**src/rtl/riscv_pkg.sv**
```systemverilog
// riscv_pkg: opcodes, queue entry and redirect FSM types shared by the fetch redirect queue
package riscv_pkg;
    localparam logic [6:0] OPC_JAL    = 7'b1101111;
    localparam logic [6:0] OPC_BRANCH = 7'b1100011;

    typedef struct packed {
        logic [31:0] addr;
        logic [31:0] instr;
        logic        pred_taken;
    } fq_entry_t;

    typedef enum logic {RUN, SQUASH} fq_state_t;

    function automatic logic [31:0] jal_imm(input logic [31:0] i);
        return {{11{i[31]}}, i[31], i[19:12], i[20], i[30:21], 1'b0};
    endfunction

    function automatic logic [31:0] branch_imm(input logic [31:0] i);
        return {{19{i[31]}}, i[31], i[7], i[30:25], i[11:8], 1'b0};
    endfunction
endpackage

```
**src/rtl/fq_fifo.sv**
```systemverilog
// fq_fifo: DEPTH-entry circular buffer with flush; pointers carry an extra wrap bit
module fq_fifo
    import riscv_pkg::*;
#(
    parameter int DEPTH = 2
) (
    input  logic      clk,
    input  logic      rst_n,
    input  logic      push,
    input  logic      pop,
    input  logic      flush,
    input  fq_entry_t din,
    output logic      full,
    output logic      empty,
    output fq_entry_t head
);
    localparam int AW = $clog2(DEPTH);

    logic [AW:0] wr_ptr;
    logic [AW:0] rd_ptr;
    fq_entry_t   mem [DEPTH];

    assign empty = wr_ptr == rd_ptr;
    assign full  = (wr_ptr[AW] != rd_ptr[AW]) && (wr_ptr[AW-1:0] == rd_ptr[AW-1:0]);
    assign head  = mem[rd_ptr[AW-1:0]];

    // pointer update; flush discards everything including same-cycle push and pop
    always_ff @(posedge clk or negedge rst_n) begin
        if (!rst_n) begin
            wr_ptr <= '0;
            rd_ptr <= '0;
        end else if (flush) begin
            wr_ptr <= '0;
            rd_ptr <= '0;
        end else begin
            if (push) wr_ptr <= wr_ptr + 1'b1;
            if (pop) rd_ptr <= rd_ptr + 1'b1;
        end
    end

    // storage write; a push into a full buffer only happens alongside a pop of the same slot
    always_ff @(posedge clk) begin
        if (push && !flush) mem[wr_ptr[AW-1:0]] <= din;
    end
endmodule

```
**src/rtl/fetch_redirect_queue.sv**
```systemverilog
// fetch_redirect_queue: buffers IF pairs for ID, predicts JAL/backward branches taken and forwards EX redirects
module fetch_redirect_queue
    import riscv_pkg::*;
#(
    parameter int DEPTH         = 2,
    parameter int SQUASH_CYCLES = 1
) (
    input  logic        i_clock,
    input  logic        i_reset_n,
    input  logic        i_fetch_valid,
    input  logic [31:0] i_fetch_address,
    input  logic [31:0] i_fetch_instr,
    output logic        o_fetch_hold,
    output logic        o_redirect_select,
    output logic [31:0] o_redirect_address,
    input  logic        i_ex_redirect_valid,
    input  logic [31:0] i_ex_redirect_address,
    output logic        o_id_valid,
    input  logic        i_id_ready,
    output logic [31:0] o_id_address,
    output logic [31:0] o_id_instr,
    output logic        o_id_pred_taken
);
    localparam int CW = SQUASH_CYCLES > 0 ? $clog2(SQUASH_CYCLES + 1) : 1;

    fq_state_t   state, state_next;
    logic [CW-1:0] cnt, cnt_next;
    logic        full, empty, pop, accept, is_jal, is_br, taken;
    logic [31:0] target;
    fq_entry_t   head, din;

    fq_fifo #(.DEPTH(DEPTH)) u_fifo (
        .clk   (i_clock),
        .rst_n (i_reset_n),
        .push  (accept),
        .pop   (pop),
        .flush (i_ex_redirect_valid),
        .din   (din),
        .full  (full),
        .empty (empty),
        .head  (head)
    );

    // redirect FSM state and squash counter
    always_ff @(posedge i_clock or negedge i_reset_n) begin
        if (!i_reset_n) begin
            state <= RUN;
            cnt   <= '0;
        end else begin
            state <= state_next;
            cnt   <= cnt_next;
        end
    end

    // handshakes, pre-decode, redirect mux and next-state; EX redirect outranks prediction
    always_comb begin
        o_id_valid         = !empty;
        o_id_address       = empty ? '0 : head.addr;
        o_id_instr         = empty ? '0 : head.instr;
        o_id_pred_taken    = !empty && head.pred_taken;
        pop                = o_id_valid && i_id_ready;
        o_fetch_hold       = state == RUN && full && !pop;
        accept             = i_fetch_valid && !o_fetch_hold && state == RUN && !i_ex_redirect_valid;
        is_jal             = i_fetch_instr[6:0] == OPC_JAL;
        is_br              = i_fetch_instr[6:0] == OPC_BRANCH;
        target             = i_fetch_address + (is_jal ? jal_imm(i_fetch_instr) : branch_imm(i_fetch_instr));
        taken              = accept && (is_jal || (is_br && i_fetch_instr[31]));
        din                = '{addr: i_fetch_address, instr: i_fetch_instr, pred_taken: taken};
        o_redirect_select  = i_ex_redirect_valid || taken;
        o_redirect_address = i_ex_redirect_valid ? i_ex_redirect_address : taken ? target : '0;
        state_next         = state;
        cnt_next           = cnt;
        if (i_ex_redirect_valid || taken) begin
            state_next = SQUASH_CYCLES == 0 ? RUN : SQUASH;
            cnt_next   = CW'(SQUASH_CYCLES);
        end else if (state == SQUASH && i_fetch_valid) begin
            cnt_next   = cnt - CW'(1);
            state_next = cnt == CW'(1) ? RUN : SQUASH;
        end
    end
endmodule

```
**config.mk**
```make
export PLATFORM = sky130hd
export DESIGN_NAME = fetch_redirect_queue
export DESIGN_NICKNAME = d
export VERILOG_FILES = /design/src/rtl/riscv_pkg.sv /design/src/rtl/fq_fifo.sv /design/src/rtl/fetch_redirect_queue.sv
export SDC_FILE = /design/constraint.sdc
export NUM_CORES = 1
export LEC_CHECK = 0
export BUFFER_PORTS_ARGS = -buffer_cell sky130_fd_sc_hd__buf_4
export CELL_PAD_IN_SITES_DETAIL_PLACEMENT = 2
export CELL_PAD_IN_SITES_GLOBAL_PLACEMENT = 2
export CORE_AREA = 2 2 157 159
export CTS_BUF_LIST = sky130_fd_sc_hd__clkbuf_4 sky130_fd_sc_hd__clkbuf_8
export DETAILED_ROUTE_END_ITERATION = 10
export DIE_AREA = 0 0 159 161
export GPL_TIMING_DRIVEN = 0
export PLACE_DENSITY_LB_ADDON = 0.1
export RECOVER_POWER = 50
export SYNTH_ARGS = -nofsm -noshare
export SYNTH_HDL_FRONTEND = slang
export SYNTH_SLANG_ARGS = --single-unit
```
**constraint.sdc**
```tcl
create_clock -name i_clock -period 6 [get_ports i_clock]
set_clock_uncertainty 0.2 [all_clocks]
set_input_delay 1.2 -clock i_clock [delete_from_list [all_inputs] [get_ports i_clock]]
set_output_delay 1.2 -clock i_clock [all_outputs]
set_load 0.01 [all_outputs]
```
---- Word-level counts from Yosys, hierarchy flattened ----
Memory sizes are Yosys's and may differ from the RTL's.
Index checks and enable logic that the tools add are counted.
storage, ports and cells
  bits in registers ....................... 6
  bits in writable memories ............... 130
  output and inout port bits .............. 100
  memories kept ........................... 1
cells by class
  add/subtract/negate cells ............... 4
  equal/unequal tests ..................... 5
  multiplexer cells ....................... 16
  bitwise operators ....................... 1
  reductions and logical operators ........ 21
memories
  memory      words  bits a word  rd ports  clocked after memory_dff  wr ports  RTL line       text
  u_fifo.mem  2      65           1         0                         1         fq_fifo.sv:21  fq_entry_t mem [DEPTH];
operators by type and width
  kind                                          count
  2-to-1 mux 32 bit                             4
  adder 32 bit                                  1
  2-to-1 mux 20 bit                             1
  equality test 7 bit (second input constant)   2
  logical AND 1 bit                             12
  2-to-1 mux 2 bit                              4
  2-to-1 mux 1 bit                              7
  nonzero test 2 bit                            3
  adder 2 x 1 -> 2 bit (second input constant)  2
  logical NOT 1 bit                             4
  equality test 2 bit                           1
  logical OR 1 bit                              2
  equality test 1 bit                           1
  != test 1 bit                                 1
  NOT 1 bit                                     1
  subtractor 1 bit (second input constant)      1

---- Logic depth before layout (Yosys ltp) ----
Gate-level depths: netlist (run 1).
  word-level depth ........................ 12
  mapped depth ............................ 16
  depth with buffers taken out ............ 15

---- Modules after synthesis ----
Synthesis (run 1) repeated with hierarchy kept, for this count alone.
second synthesis, totals
  cell total of the unflattened synthesis .. 622
  area total of the unflattened synthesis .. 7613.6 um^2
modules (own cells, without submodules)
  module                times used  cells each  area an instance (um^2)  seq. area each (um^2)
  fq_fifo               1           223         4938.5                   4003.8
  fetch_redirect_queue  1           399         2675.1                   25.0

---- Worst setup path after synthesis (run 1) ----
No wires, ideal clock.
  path type ............................... input -> register
  start point ............................. input port i_id_ready
  end point ............................... memory u_fifo.mem[1][0] (netlist name) (enable)
  setup time .............................. 0.569 ns
  arrival time ............................ 6.143 ns
  data required time ...................... 5.231 ns
  path slack .............................. -0.911 ns
  stages on the path ...................... 4
  buffers on the path ..................... 1
  path through ............................ nor4_1 > or3_1 > buf_2 > nor3_1
on the way
  word-level cells in the longest chain between the ends .. 10
ends and longest elaborated chain
  element                                 RTL line                    text
  start: declaration                      fetch_redirect_queue.sv:19  input logic i_id_ready,
  logical AND 1 bit                       fetch_redirect_queue.sv:61  pop = o_id_valid && i_id_ready;
  logical NOT 1 bit                       fetch_redirect_queue.sv:62  o_fetch_hold = state == RUN && full && !pop;
  logical AND 1 bit                       fetch_redirect_queue.sv:62
  logical NOT 1 bit                       fetch_redirect_queue.sv:63  accept = i_fetch_valid && !o_fetch_hold && state == RUN && !i_ex_redirect_valid;
  logical AND 1 bit (3 in a row)          fetch_redirect_queue.sv:63
  logical AND 1 bit                       fq_fifo.sv:43               if (push && !flush) mem[wr_ptr[AW-1:0]] <= din;
  2-to-1 mux 1 bit                        fq_fifo.sv:43
  2-to-1 mux 1 bit (not written as such)  fq_fifo.sv:43
  end: declaration                        fq_fifo.sv:21
No other way between the ends.

---- Worst setup path in the final report (run 1) ----
  start point ............................. input port i_fetch_instr[6]
  end point ............................... output port o_redirect_address[29]
on the way
  word-level cells in the longest chain between the ends .. 6
  elaborated cells between the ends (all ways) .. 9
ends and longest elaborated chain
  element                                               RTL line                    text
  start: declaration                                    fetch_redirect_queue.sv:12  input logic [31:0] i_fetch_instr,
  branches (longest 4 deep; another with adder 32 bit)  --
  2-to-1 mux 32 bit * (2 in a row)                      fetch_redirect_queue.sv:70  o_redirect_address = i_ex_redirect_valid ? i_ex_redirect_address : taken ? target : '0;
  end: declaration                                      fetch_redirect_queue.sv:15  output logic [31:0] o_redirect_address,
Mark *: on every way between the ends.

==> results of run 1 <==
[layout by cell type, fill, tap and decap left out, drive strengths merged, types with 5 or more instances in the layout]
| cell type | instances |
|---|---|
| a21o | 19 |
| a21oi | 33 |
| a31oi | 11 |
| buf | 233 |
| clkbuf | 39 |
| dfrtp | 5 |
| edfxtp | 130 |
| ha | 33 |
| inv | 23 |
| mux2 | 5 |
| mux2i | 66 |
| nand2 | 54 |
| nand2b | 7 |
| nand4 | 6 |
| nor2 | 83 |
| nor2b | 8 |
| nor3 | 6 |
| o21a | 5 |
| o21ai | 40 |
| xnor2 | 16 |
| xor2 | 17 |
[where the power goes]
part           internal [mW]  leakage, nW  switching, mW  total, mW
sequential              1.05         1.24        0.00563       1.06
clock                  0.316        0.185          0.443      0.759
combinational          0.343         2.58          0.444      0.787
total                   1.71         4.00          0.892       2.60
[worst register-to-register path: cells and delay by family (launching register included)]
| kind | cells | cell delay (ns) |
|---|---|---|
| simple gates | 3 | 0.93 |
| buf+inv | 5 | 0.93 |
| flops | 1 | 0.39 |
| xor+xnor | 1 | 0.20 |
[metal layers]
layer / vias up / GRT usage, % / wire length (um)
met1: 2987 / 24.3 / 10800
li1: 2835 / - / -
met3: 18 / 3.70 / 892
met4: 0 / 4.55 / 270
met5: - / 0 / 0
met2: 123 / 36.6 / 13300
[worst max-delay path by stage]
stage | to | slack (ns) | depth (start not counted)
finish | o_redirect_address[29] | 0.13 | 18
global route | o_redirect_address[26] | -0.03 | 17
CTS | o_redirect_address[23] | -0.003 | 18
detailed placement | o_redirect_address[29] | -1.21 | 18
global placement | u_fifo.mem[1][52] | -4.17 | 5
floorplan | u_fifo.mem[1][0] | -0.91 | 4
[cell families after synthesis]
family / Yosys count / share of synthesized area (%)
simple gates: 183 / 11.0
compound gates: 138 / 11.7
xor+xnor: 33 / 3.96
flops: 135 / 55.2
mux: 71 / 9.81
fa+ha+maj: 34 / 5.93
buf+inv: 47 / 2.50
[registers in the layout, summed over array words and instances, names as in the netlist]
register / cells
u_fifo.wr_ptr: 2
u_fifo.rd_ptr: 2
u_fifo.mem: 130
state: 1
[cell usage after synthesis (all sizes together), types with 4 or more instances]
master and count:
a31oi 11, nor2 83, buf 8, mux2i 66, o21a 5, dfrtp 5
nand4 6, inv 14, clkbuf 25, nand2 54, xor2 17, mux2 5
nor2b 8, a21oi 33, a21boi 4, nor3 6, o21ai 40, o31ai 4
xnor2 16, nand3 4, ha 33, nand2b 7, edfxtp 130, a21o 19
[through the flow]
step	total power, mW	instance area [sq um]	hold slack (ns)	TNS, ns
finish	2.60	10100	0.316	0
global route	2.73	10100	0.332	-0.105
CTS	2.62	9930	0.283	-0.00278
detailed placement	1.84	9390	0.300	-13.24
global placement	1.82	9210	0.288	-552.67
floorplan	1.48	7300	0.266	-118.47
[cell type report]
class | instances | area [sq um]
flip-flops and latches | 135 | 4030
inverters | 14 | 52.6
clock buffers | 18 | 248
fillers | 2577 | 13900
well taps | 324 | 405
plain buffers | 29 | 126
repair buffers | 225 | 1770
clock inverters | 14 | 129
multi-input cells | 459 | 3300
[timing repair]
item	CTS	global route
gates cloned	0	0
resized for setup	24	24
setup endpoints to repair	23	14
pin swaps	7	11
buffers inserted	6	5
==> results.yml, run 1 <==
setup_path:
  path_delay_family: "simple AND/OR/NAND/NOR gates"
  cpPeakStageDelay_ns: 0.36
  path_cells: "buf_6 > nor2b_4 > nand4_1 > nor2_4 > buf_8 > mux2_4 > ha_4 > inv_2 > fa_2 > nand2b_4 > a21o_1 > a21o_1 > a31oi_4 > nor3b_4 > a41oi_2 > xor2_1 > o21ai_1 > buf_4"
  ff2ff_setup_slack_ns: 3.04
  timing.rr.end: "u_fifo.mem[1][38]"
  r2r-start: "u_fifo.rd_ptr[0]"
  cp_data_arrival_time_ns: 4.47
  cpMostUsedCell: "a21o_1"
  crit_type: "input port to output port"
  worst-path-max-fanout: 3
  worstSetupStartpointType: "input port"
  endpoint_kind: "output port"
  critPathBufInv: 4
  r2r_cells: 9
  crit_path_top_delay_cell: "fa_2"
  cp.required_ns: 4.60
  critical_path.startpoint: "i_fetch_instr[6]"
route:
  wl_per_cell_um: 20.7
  num_vias: 5963
  drc_errors: 0
  dr.pass1.iters: 4
  routed_wl_mm: 25.2
  ant_nets: 0
  via_per_inst: 4.90
  drt_iter0_markers: 229
placement:
  portBuffers: 200
  hpwl_mm: 19.2
  gp_congestion: 0.751
  dp_cells: 1179
  dp_slack_ns: -1.21
timing:
  setup_ws_ns: 0.131
  grt_setup_unrepaired: "yes"
  slew_headroom_pct: 32.4
  worst_slew_pin_slew_ns: 1.00
  final_max_slew_viol_count: 0
  hold_viol: 0
  post-route-period-util_pct: 97.8
  fmax_mhz: 170
  post-route-min-period_ns: 5.87
  setup-violations-final: 0
yosys:
  synth_top_area_share_pct: 53.4
  synthArstFlopShare_pct: 3.70
  yosysTopAreaCell: "edfxtp_1"
  syn_area_per_cell_sq_um: 11.4
  synth_seq_cells: 135
  netlist_area_sq_mm: 0.00730
  ys_seq_area_share_pct: 55.2
  synthDistinctLibCells: 49
  syn_nets: 776
  synth-edff-count: 130
  synthCells: 641
  ys_warn_count: 0
  synth_area_leaders: "edfxtp_1, mux2i_1, ha_1"
  synth_ff_type: "edfxtp_1"
final_layout:
  nets: 1016
  final_util_pct: 41.9
  instances_no_fill: 1218
  syn_to_final_growth_pct: 37.6
  diodes: 0
  drive_gt1_share_pct: 33.1
flow_run:
  drv_cap: 0
clocking:
  clk_pin_slew_worst_paths_ns: 0.08
  cts.path.max_buffers: 2
  cts_buffers: 17
  htreeDepth: 4
  cts_tree: "built"
  clock-sinks: 135
  root_buffer: "clkbuf_8"
  holdBufCountCts: 0
  clock_latency_ns: 0.46
grt:
  grt_max_degree: 17
  grt_pass1_wl_mm: 39.4
  grt_remaining_overflow: 0
  grt_use_total_pct: 19.9
  first_global_vias: 6827
  antenna_found_initial: 0
die:
  core_area_sq_mm: 0.0240
  die_w_um: 159
  start_util_pct: 30.5
  ioPinCount: 201
  die-area_sq_mm: 0.0256
  row_count: 57
  chipHeight_um: 161
pwr:
  leakage_nw: 4.00
  ir_drop_mv: 0.111
  p_per_area_mw_per_mm2: 259
min_path:
  hp-class: "flop to flop"
  worstHoldEndpoint: "state"
  hp-start: "state"
  worstHoldPathCells: 1
run_status:
  outcome: "finished, final reports clean"
Power figures use the tool's default switching activity.
==> run 2, diff against run 1 <==
- CORE_AREA: 2 2 157 159 -> 3 3 158 160
- DIE_AREA: 0 0 159 161 -> 0 0 161 163
- HOLD_SLACK_MARGIN: unset -> 0.12
- SETUP_SLACK_MARGIN: unset -> 0.15
==> results.yml, run 2 (synthesis gave the netlist of run 1 again) <==
route:
  dr.pass1.iters: 4
  routed_wl_mm: 26.0
  via_per_inst: 4.93
  num_vias: 6054
  drt_iter0_markers: 304
  ant_nets: 0
  drc_errors: 0
  wl_per_cell_um: 21.1
setup_path:
  r2r_cells: 8
  cp.required_ns: 4.60
  worst-path-max-fanout: 3
  crit_path_top_delay_cell: "mux2_2"
  path_cells: "buf_8 > nor2b_4 > nand4_1 > nor2_4 > buf_8 > buf_12 > mux2_2 > ha_1 > and4_1 > o2111ai_1 > a21oi_2 > o21bai_1 > a21oi_2 > o21bai_1 > and3b_1 > o31ai_1 > buf_4"
  ff2ff_setup_slack_ns: 2.32
  worstSetupStartpointType: "input port"
  r2r-start: "u_fifo.rd_ptr[0]"
  cpPeakStageDelay_ns: 0.38
  timing.rr.end: "u_fifo.mem[1][42]"
  endpoint_kind: "output port"
  crit_type: "input port to output port"
  cp_data_arrival_time_ns: 4.45
timing:
  post-route-min-period_ns: 5.85
  fmax_mhz: 171
  setup_ws_ns: 0.151
  post-route-period-util_pct: 97.5
  slew_headroom_pct: 31.1
  timing.hold.ws_ns: 0.353
  worst_slew_pin_slew_ns: 1.03
  final_max_slew_viol_count: 0
  setup-violations-final: 0
  grt_setup_unrepaired: "yes"
  hold_viol: 0
clocking:
  htreeDepth: 4
  cts_buffers: 17
  clock_latency_ns: 0.44
  cts_tree: "built"
  clock-sinks: 135
  cts.path.max_buffers: 2
  clk_pin_slew_worst_paths_ns: 0.08
  holdBufCountCts: 0
  root_buffer: "clkbuf_8"
die:
  die-area_sq_mm: 0.0262
  row_count: 56
  start_util_pct: 31.0
  ioPinCount: 201
  die_w_um: 161
  chipHeight_um: 163
  core_area_sq_mm: 0.0235
final_layout:
  mostFrequentLayoutCell: "buf_4"
  syn_to_final_growth_pct: 38.6
  largest_reg_flops: 130
  final_util_pct: 43.0
  instances_no_fill: 1229
  drive_gt1_share_pct: 28.6
  nets: 1032
  layout.cells.most_common_list: "buf_4, edfxtp_1, clkbuf_1"
  num-fill-cells: 2572
grt:
  grt_pass1_wl_mm: 38.8
  grt_remaining_overflow: 0
  grt_use_total_pct: 19.4
  first_global_vias: 6747
  grt_max_degree: 17
  antenna_found_initial: 1
min_path:
  worstHoldPathCells: 1
  hp-class: "flop to flop"
  hp-start: "state"
  worstHoldEndpoint: "state"
placement:
  hpwl_mm: 19.8
  portBuffers: 200
  dp_slack_ns: -1.16
  gp_congestion: 0.773
  dp_cells: 1172
flow_run:
  drv_cap: 0
pwr:
  p_per_area_mw_per_mm2: 262
  leakage_nw: 3.84
  ir_drop_mv: 0.101
run_status:
  outcome: "finished, final reports clean"
-- run 2: worst max-delay path by stage --
| stage | start | to | slack, ns | depth (start not counted) |
|---|---|---|---|---|
| detailed placement | i_fetch_instr[4] | o_redirect_address[29] | -1.16 | 18 |
| CTS | i_fetch_instr[4] | o_redirect_address[29] | 0.12 | 18 |
| floorplan | i_id_ready | u_fifo.mem[1][0] | -0.91 | 4 |
| global placement | i_fetch_valid | u_fifo.mem[1][50] | -4.06 | 5 |
| global route | i_fetch_instr[1] | o_redirect_address[23] | -0.02 | 16 |
| finish | i_fetch_instr[4] | o_redirect_address[23] | 0.15 | 17 |
-- run 2: cell type report --
| class | instances | area, sq um | area share, % |
|---|---|---|---|
| Sequential cell | 135 | 4030 | 39.8 |
| Multi-Input combinational cell | 459 | 3480 | 34.4 |
| Timing Repair Buffer | 237 | 1600 | 15.8 |
| Tap cell | 319 | 399 | 3.94 |
| Clock buffer | 17 | 234 | 2.31 |
| Clock inverter | 14 | 175 | 1.73 |
| Buffer | 33 | 155 | 1.53 |
| Inverter | 14 | 52.6 | 0.519 |
| Antenna cell | 1 | 2.50 | 0.0247 |
-- run 2: power breakdown --
part           internal [mW]  total, mW  switching [mW]  leakage (nW)
Clock                  0.412      0.793           0.382         0.189
Sequential              1.05       1.06         0.00513          1.24
Combinational          0.346      0.804           0.458          2.41
-- run 2: critical path, delay by kind of cell --
kind                       cells  cell delay (ns)
and+or+nand+nor                5             0.97
AOI/OAI and AO/OA              6             1.05
buffers and inverters          4             0.50
adders and majority gates      1             0.33
muxes                          1             0.38
-- run 2: metal layers --
metal	GRT usage, %	share of wire, %	vias up
li1	-	-	2860
met2	34.9	52	144
met4	4.46	1.0	0
met1	24.7	44	3037
met3	2.90	3.1	13
met5	0	0	-
-- run 2: what timing repair did --
action                     CTS  global route
setup endpoints to repair   26            17
setup buffers               12            13
pin swaps                   17            26
gates resized for setup     55            49
-- run 2: stage by stage --
stage                     setup TNS [ns]  area [sq um]  power [mW]
after global routing             -0.0249         10100        2.78
final                                  0         10100        2.65
after global placement           -537.10          9210        1.82
after CTS                              0         10100        2.67
after floorplan                  -118.47          7300        1.48
after detailed placement          -14.81          9350        1.84
